==> config.mk <==
export PLATFORM = sky130hd
export DESIGN_NAME = regfile_read_port_flat
export DESIGN_NICKNAME = d
export VERILOG_FILES = /design/src/rtl/regfile_read_port_if.sv /design/src/rtl/regfile_read_port.sv /design/src/flat_wrapper.sv
export SDC_FILE = /design/constraint.sdc
export NUM_CORES = 1
export LEC_CHECK = 0
export CORE_MARGIN = 10
export CORE_UTILIZATION = 40
export DETAILED_ROUTE_END_ITERATION = 7
export GPL_ROUTABILITY_DRIVEN = 1
export PLACE_DENSITY = 0.56
export SLEW_MARGIN = 40
export SYNTH_ARGS = -nofsm -noshare
export SYNTH_HDL_FRONTEND = slang
export SYNTH_SLANG_ARGS = --single-unit
==> constraint.sdc <==
create_clock -name clk -period 3.8 [get_ports clk]
set_clock_uncertainty 0.2 [all_clocks]
set_input_delay 0.76 -clock clk [delete_from_list [all_inputs] [get_ports clk]]
set_output_delay 0.76 -clock clk [all_outputs]
set_load 0.01 [all_outputs]
==> src/rtl/regfile_read_port_if.sv <==
// Register-file bus: write port plus valid/ready read request and result
// channel. The master drives writes, requests and out_ready; the slave
// (register file) drives rd_ready and the registered result.
interface regfile_read_port_if #(
  parameter int WIDTH = 16,
  parameter int AW    = 4
);
  logic             w_flag;
  logic [AW-1:0]    w_addr;
  logic [WIDTH-1:0] w_data;

  logic             rd_req;
  logic             rd_ready;
  logic [AW-1:0]    rd_addr_a;
  logic [AW-1:0]    rd_addr_b;

  logic             out_valid;
  logic             out_ready;
  logic [WIDTH-1:0] out_a;
  logic [WIDTH-1:0] out_b;

  modport master (
    output w_flag, w_addr, w_data,
    output rd_req, rd_addr_a, rd_addr_b,
    input  rd_ready,
    input  out_valid, out_a, out_b,
    output out_ready
  );

  modport slave (
    input  w_flag, w_addr, w_data,
    input  rd_req, rd_addr_a, rd_addr_b,
    output rd_ready,
    output out_valid, out_a, out_b,
    input  out_ready
  );
endinterface

==> src/rtl/regfile_read_port.sv <==
// Register file with one write port and a two-operand registered read port.
// Reads use a valid/ready handshake with 1-cycle latency; same-cycle write
// data is bypassed into a read of the same address, and the result is
// snapshotted so it holds stable under backpressure.
// Optional feature: define REGFILE_ZERO_REG_EN to hard-wire register 0 to 0
// (writes to address 0 dropped, reads of address 0 return 0, no bypass).

// One read operand: address mux, write bypass and the result snapshot.
module regfile_rd_lane #(
  parameter int WIDTH    = 16,
  parameter int NUM_REGS = 16,
  parameter int AW       = 4
) (
  input  logic                               clk,
  input  logic                               rst_n,
  input  logic                               load_i,
  input  logic [AW-1:0]                      addr_i,
  input  logic [NUM_REGS-1:0][WIDTH-1:0]     regs_i,
  input  logic                               w_flag_i,
  input  logic [AW-1:0]                      w_addr_i,
  input  logic [WIDTH-1:0]                   w_data_i,
  output logic [WIDTH-1:0]                   data_o
);
  logic [WIDTH-1:0] rd_val;
  logic [WIDTH-1:0] data_d, data_q;

  // Pick the operand value; a write landing this cycle wins over the array.
  always_comb begin
    rd_val = regs_i[addr_i];
    if (w_flag_i && (w_addr_i == addr_i)) rd_val = w_data_i;
`ifdef REGFILE_ZERO_REG_EN
    // Register 0 reads as zero even against a same-cycle write to it.
    if (addr_i == '0) rd_val = '0;
`endif
    data_d = load_i ? rd_val : data_q;
  end

  // Result snapshot: only an accepted request changes it.
  always_ff @(posedge clk or negedge rst_n) begin
    if (!rst_n) data_q <= '0;
    else        data_q <= data_d;
  end

  assign data_o = data_q;
endmodule

module regfile_read_port #(
  parameter int WIDTH    = 16,
  parameter int NUM_REGS = 16,
  parameter int AW       = 4
) (
  input  logic                clk,
  input  logic                rst_n,
  regfile_read_port_if.slave  bus
);
  localparam int NOPS = 2;  // lane 0 = operand A, lane 1 = operand B

  typedef enum logic {EMPTY = 1'b0, FULL = 1'b1} state_e;

  state_e                            state_q, state_d;
  logic [NUM_REGS-1:0][WIDTH-1:0]    regs_q, regs_d;
  logic                              rd_ready;
  logic                              accept;
  logic [NOPS-1:0][AW-1:0]           op_addr;
  logic [NOPS-1:0][WIDTH-1:0]        op_data;

  // The port can take a request when it is empty or its result drains now.
  assign rd_ready = (state_q == EMPTY) || bus.out_ready;
  assign accept   = bus.rd_req && rd_ready;

  // Write port: never stalled by the read-side handshake.
  always_comb begin
    regs_d = regs_q;
    if (bus.w_flag) regs_d[bus.w_addr] = bus.w_data;
`ifdef REGFILE_ZERO_REG_EN
    regs_d[0] = '0;
`endif
  end

  // Register array state.
  always_ff @(posedge clk or negedge rst_n) begin
    if (!rst_n) regs_q <= '0;
    else        regs_q <= regs_d;
  end

  // Read-side occupancy: EMPTY until accept, FULL until drained with no refill.
  always_comb begin
    state_d = state_q;
    case (state_q)
      EMPTY:   if (accept) state_d = FULL;
      FULL: begin
        if (accept)             state_d = FULL;
        else if (bus.out_ready) state_d = EMPTY;
      end
      default: state_d = EMPTY;
    endcase
  end

  // Occupancy state register.
  always_ff @(posedge clk or negedge rst_n) begin
    if (!rst_n) state_q <= EMPTY;
    else        state_q <= state_d;
  end

  assign op_addr = {bus.rd_addr_b, bus.rd_addr_a};

  // One lane per operand; both lanes load on the same accept.
  for (genvar g = 0; g < NOPS; g++) begin : g_lane
    regfile_rd_lane #(
      .WIDTH    (WIDTH),
      .NUM_REGS (NUM_REGS),
      .AW       (AW)
    ) u_lane (
      .clk      (clk),
      .rst_n    (rst_n),
      .load_i   (accept),
      .addr_i   (op_addr[g]),
      .regs_i   (regs_q),
      .w_flag_i (bus.w_flag),
      .w_addr_i (bus.w_addr),
      .w_data_i (bus.w_data),
      .data_o   (op_data[g])
    );
  end

  assign bus.rd_ready  = rd_ready;
  assign bus.out_valid = (state_q == FULL);
  assign bus.out_a     = op_data[0];
  assign bus.out_b     = op_data[1];
endmodule

==> src/flat_wrapper.sv <==
// flat-port wrapper written by rule: the top's interface ports become plain ports
module regfile_read_port_flat 
#(
  parameter int WIDTH    = 16,
  parameter int NUM_REGS = 16,
  parameter int AW       = 4
)
  (clk, rst_n, bus_w_flag, bus_w_addr, bus_w_data, bus_rd_req, bus_rd_addr_a, bus_rd_addr_b, bus_rd_ready, bus_out_valid, bus_out_a, bus_out_b, bus_out_ready);
  regfile_read_port_if #(.WIDTH(WIDTH), .AW(AW)) bus_i ();
  input  logic clk;
  input  logic rst_n;
  input wire logic [$bits(bus_i.w_flag)-1:0] bus_w_flag;
  input wire logic [$bits(bus_i.w_addr)-1:0] bus_w_addr;
  input wire logic [$bits(bus_i.w_data)-1:0] bus_w_data;
  input wire logic [$bits(bus_i.rd_req)-1:0] bus_rd_req;
  input wire logic [$bits(bus_i.rd_addr_a)-1:0] bus_rd_addr_a;
  input wire logic [$bits(bus_i.rd_addr_b)-1:0] bus_rd_addr_b;
  output wire logic [$bits(bus_i.rd_ready)-1:0] bus_rd_ready;
  output wire logic [$bits(bus_i.out_valid)-1:0] bus_out_valid;
  output wire logic [$bits(bus_i.out_a)-1:0] bus_out_a;
  output wire logic [$bits(bus_i.out_b)-1:0] bus_out_b;
  input wire logic [$bits(bus_i.out_ready)-1:0] bus_out_ready;
  assign bus_i.w_flag = bus_w_flag;
  assign bus_i.w_addr = bus_w_addr;
  assign bus_i.w_data = bus_w_data;
  assign bus_i.rd_req = bus_rd_req;
  assign bus_i.rd_addr_a = bus_rd_addr_a;
  assign bus_i.rd_addr_b = bus_rd_addr_b;
  assign bus_rd_ready = bus_i.rd_ready;
  assign bus_out_valid = bus_i.out_valid;
  assign bus_out_a = bus_i.out_a;
  assign bus_out_b = bus_i.out_b;
  assign bus_i.out_ready = bus_out_ready;
  regfile_read_port #(.WIDTH(WIDTH), .NUM_REGS(NUM_REGS), .AW(AW)) u_core (.clk(clk), .rst_n(rst_n), .bus(bus_i));
endmodule
==> results.tsv <==
stage	metric	value	unit
sta	Final period util	77.3	%
critical_path	Worst Path Required	2.84	ns
drt	Total Wirelength	47200	um
placement	Placed Cells incl. Taps	1635	
pwr	maximum vdd drop	0.000289	V
sta	setup TNS	0	ns
yosys	syn_area_per_cell	14.0	sq um
yosys	synth warn	0	
floorplanning	Die Y	217	um
placement	HPWL Detailed	29800	um
hold_path	Hold/Removal Path Class	in -> async	
critical_path	max incr delay on CP	0.49	ns
sta	Slew headroom	48.7	%
cells_and_area	most common cell after layout, fill and taps aside	dfrtp_1	
sta	fmax	340	MHz
drt	Avg WL per Cell	27.9	um
clock_network	CTS tree	yes	
yosys	synthesized flop and latch total	289	
sta	Hold Slack	0.0558	ns
pwr	clock group share of total power	34.1	%
yosys	Unique masters post-synth	39	
cells_and_area	post-route insts no fill	1694	
pwr	switch share	27.3	%
cells_and_area	Final Util	47.6	%
clock_network	worst skew pair latency	0.51	ns
critical_path	CP max FO	2	
clock_network	clock sink count	289	
clock_network	Clock Root Buffer	clkbuf_16	
cells_and_area	most frequent cells in the layout	dfrtp_1, mux2_2, mux4_2	
critical_path	crit start category	input port	
yosys	post-synthesis async set-or-reset flop share	100	%
floorplanning	core area	37900	sq um
critical_path	worst path cell trace	clkdlybuf4s50_1, nor2b_1, inv_1, clkdlybuf4s50_1	
floorplanning	die area	46900	sq um
drt	DR vias/cell	6.03	
critical_path	CP Class	in -> out	
drt	initial DRC count	704	
yosys	Post-synth EDFFs	0	
clock_network	Post-CTS Resized	0	
floorplanning	Ports	67	
drt	vias	10200	
clock_network	H-tree levels	2	
clock_network	cts bufs inserted	35	
drt	post-route ant nets	0	
run_status	status	finished, final reports clean	
global_route	GRT overflow	0	
clock_network	Setup Buffers After CTS	0	
cells_and_area	FILL cells	3364	
sta	endpoints failing setup	0	
sta	Tmin final	2.94	ns
sta	final hold violation count	0	
critical_path	crit end category	output pin	
global_route	initial antenna violation count	2	
sta	Slew Viols, Final	0	
run	Max Cap Viol	0	
pwr	PD cells	552	nW/um^2
floorplanning	number of core rows	71	
yosys	syn nets	1135	
yosys	synthesized instance count	1102	
yosys	Post-synth top flop	dfrtp_1	
pwr	Sw Pwr	2.72	mW
yosys	Mapped Area	15500	sq um
placement	IO Port Bufs	66	
sta	RSZ-0062 raised after global routing	false	
floorplanning	initial core utilization	40.8	%
critical_path	WP data arrival	1.98	ns
critical_path	most frequent CP cell	clkdlybuf4s50_1	
cells_and_area	area delta synth->final	16.9	%
sta	worst-margin pin slew	0.768	ns
pwr	Int Pwr	7.25	mW
floorplanning	die width	217	um
yosys	register area share after synthesis	46.8	%
cells_and_area	share of layout cells above drive strength 1	46.5	%
clock_network	CTS max path bufs	3	
global_route	vias in the first global route	10800	
drt	DRC Markers	0	
cells_and_area	nets@finish	1194	
critical_path	setup slack, reg-to-reg	1.51	ns
drt	1st-pass router iterations	5	
global_route	pin count of the biggest net entering global routing	76	
pwr	sequential power share	43.0	%
critical_path	Crit-path slowest cell	clkdlybuf4s50_1	
global_route	first-pass GRT wire length	71000	um
clock_network	hold-fix buffers at CTS	0	
placement	Final Wtd Congestion	0.843	
pwr	power share of the combinational group	22.8	%
clock_network	clock-pin slew on the worst setup and hold paths	0.05	ns
pwr	leakage power	7.44	nW
global_route	all-layer global routing usage	20.0	%
[state kept, by name, summed over array words and instances (netlist names)]
name                         cells
u_core.bus.out_valid             1
u_core.g_lane.u_lane.data_o     32
u_core.regs_q                  256
[per-stage QoR]
step,cell area (sq um),total power [mW],setup WS (ns)
floorplan,15500,5.80,1.32
global placement,16900,6.54,0.593
detailed placement,16900,6.62,0.574
CTS,18100,10.0,0.784
global route,18100,10.4,0.773
finish,18100,9.97,0.862
[layout make-up]
| cell class | count | area [sq um] | share of cell area [%] |
|---|---|---|---|
| repair buffers | 131 | 1300 | 7.17 |
| diodes | 1 | 2.50 | 0.0138 |
| clock inverters | 8 | 151 | 0.838 |
| inverters | 2 | 7.51 | 0.0415 |
| multi-input cells | 702 | 7740 | 42.8 |
| well taps | 511 | 639 | 3.54 |
| flip-flops and latches | 289 | 7230 | 40.0 |
| clock buffers | 50 | 1000 | 5.54 |
[critical path: cells and delay by family]
| kind | cells | cell delay (ns) |
|---|---|---|
| and+or+nand+nor | 1 | 0.23 |
| buffers and inverters | 3 | 0.98 |
[Yosys cell counts (11+ instances only)]
cell type	count	area share [%]
a31o_2	29	1.6
buf_2	36	1.2
mux4_2	96	14
a31oi_1	29	1.2
a21oi_1	30	0.97
a221oi_1	35	2.0
buf_4	11	0.53
dfrtp_1	289	47
nand2_1	33	0.80
clkbuf_1	55	1.3
mux2i_1	64	4.1
o21ai_0	29	0.94
mux2_2	287	21
nor3_1	16	0.52
[final timing paths]
check,startpoint,to,cells past startpoint
hold reg to reg,u_core.regs_q[154]$_DFFE_PN0P_,u_core.regs_q[154]$_DFFE_PN0P_,1
min in group clk,u_core.regs_q[154]$_DFFE_PN0P_,u_core.regs_q[154]$_DFFE_PN0P_,1
setup / recovery,bus_out_ready,bus_rd_ready,4
hold / removal,rst_n,u_core.regs_q[210]$_DFFE_PN0P_,1
max in group asynchronous,rst_n,u_core.g_lane[1].u_lane.data_o[4]$_DFFE_PN0P_,2
setup reg to reg,u_core.bus.out_valid$_DFF_PN0_,u_core.g_lane[0].u_lane.data_o[11]$_DFFE_PN0P_,7
[layer usage]
metal  wire length (um)  global-route usage (%)
met5                  8                       0
met4               1460                    7.11
met3               2170                    2.84
met2              23000                    33.1
met1              20600                    26.2
[kinds of logic after synthesis]
group | after synthesis | share of synthesized area, %
xor+xnor | 8 | 0.453
flops | 289 | 46.8
mux | 448 | 39.1
compound gates | 159 | 7.01
buf+inv | 111 | 3.45
simple gates | 87 | 3.21
[power groups by stage]
stage	clock, mW	sequential, mW	combinational, mW
3_3_place_gp	0	4.30	2.25
5_1_grt	3.59	4.39	2.46
3_5_place_dp	0	4.33	2.28
4_1_cts	3.46	4.28	2.29
2_1_floorplan	0	4.20	1.60
6_report	3.40	4.29	2.28
No activity file was read; power rests on OpenSTA's default activity.
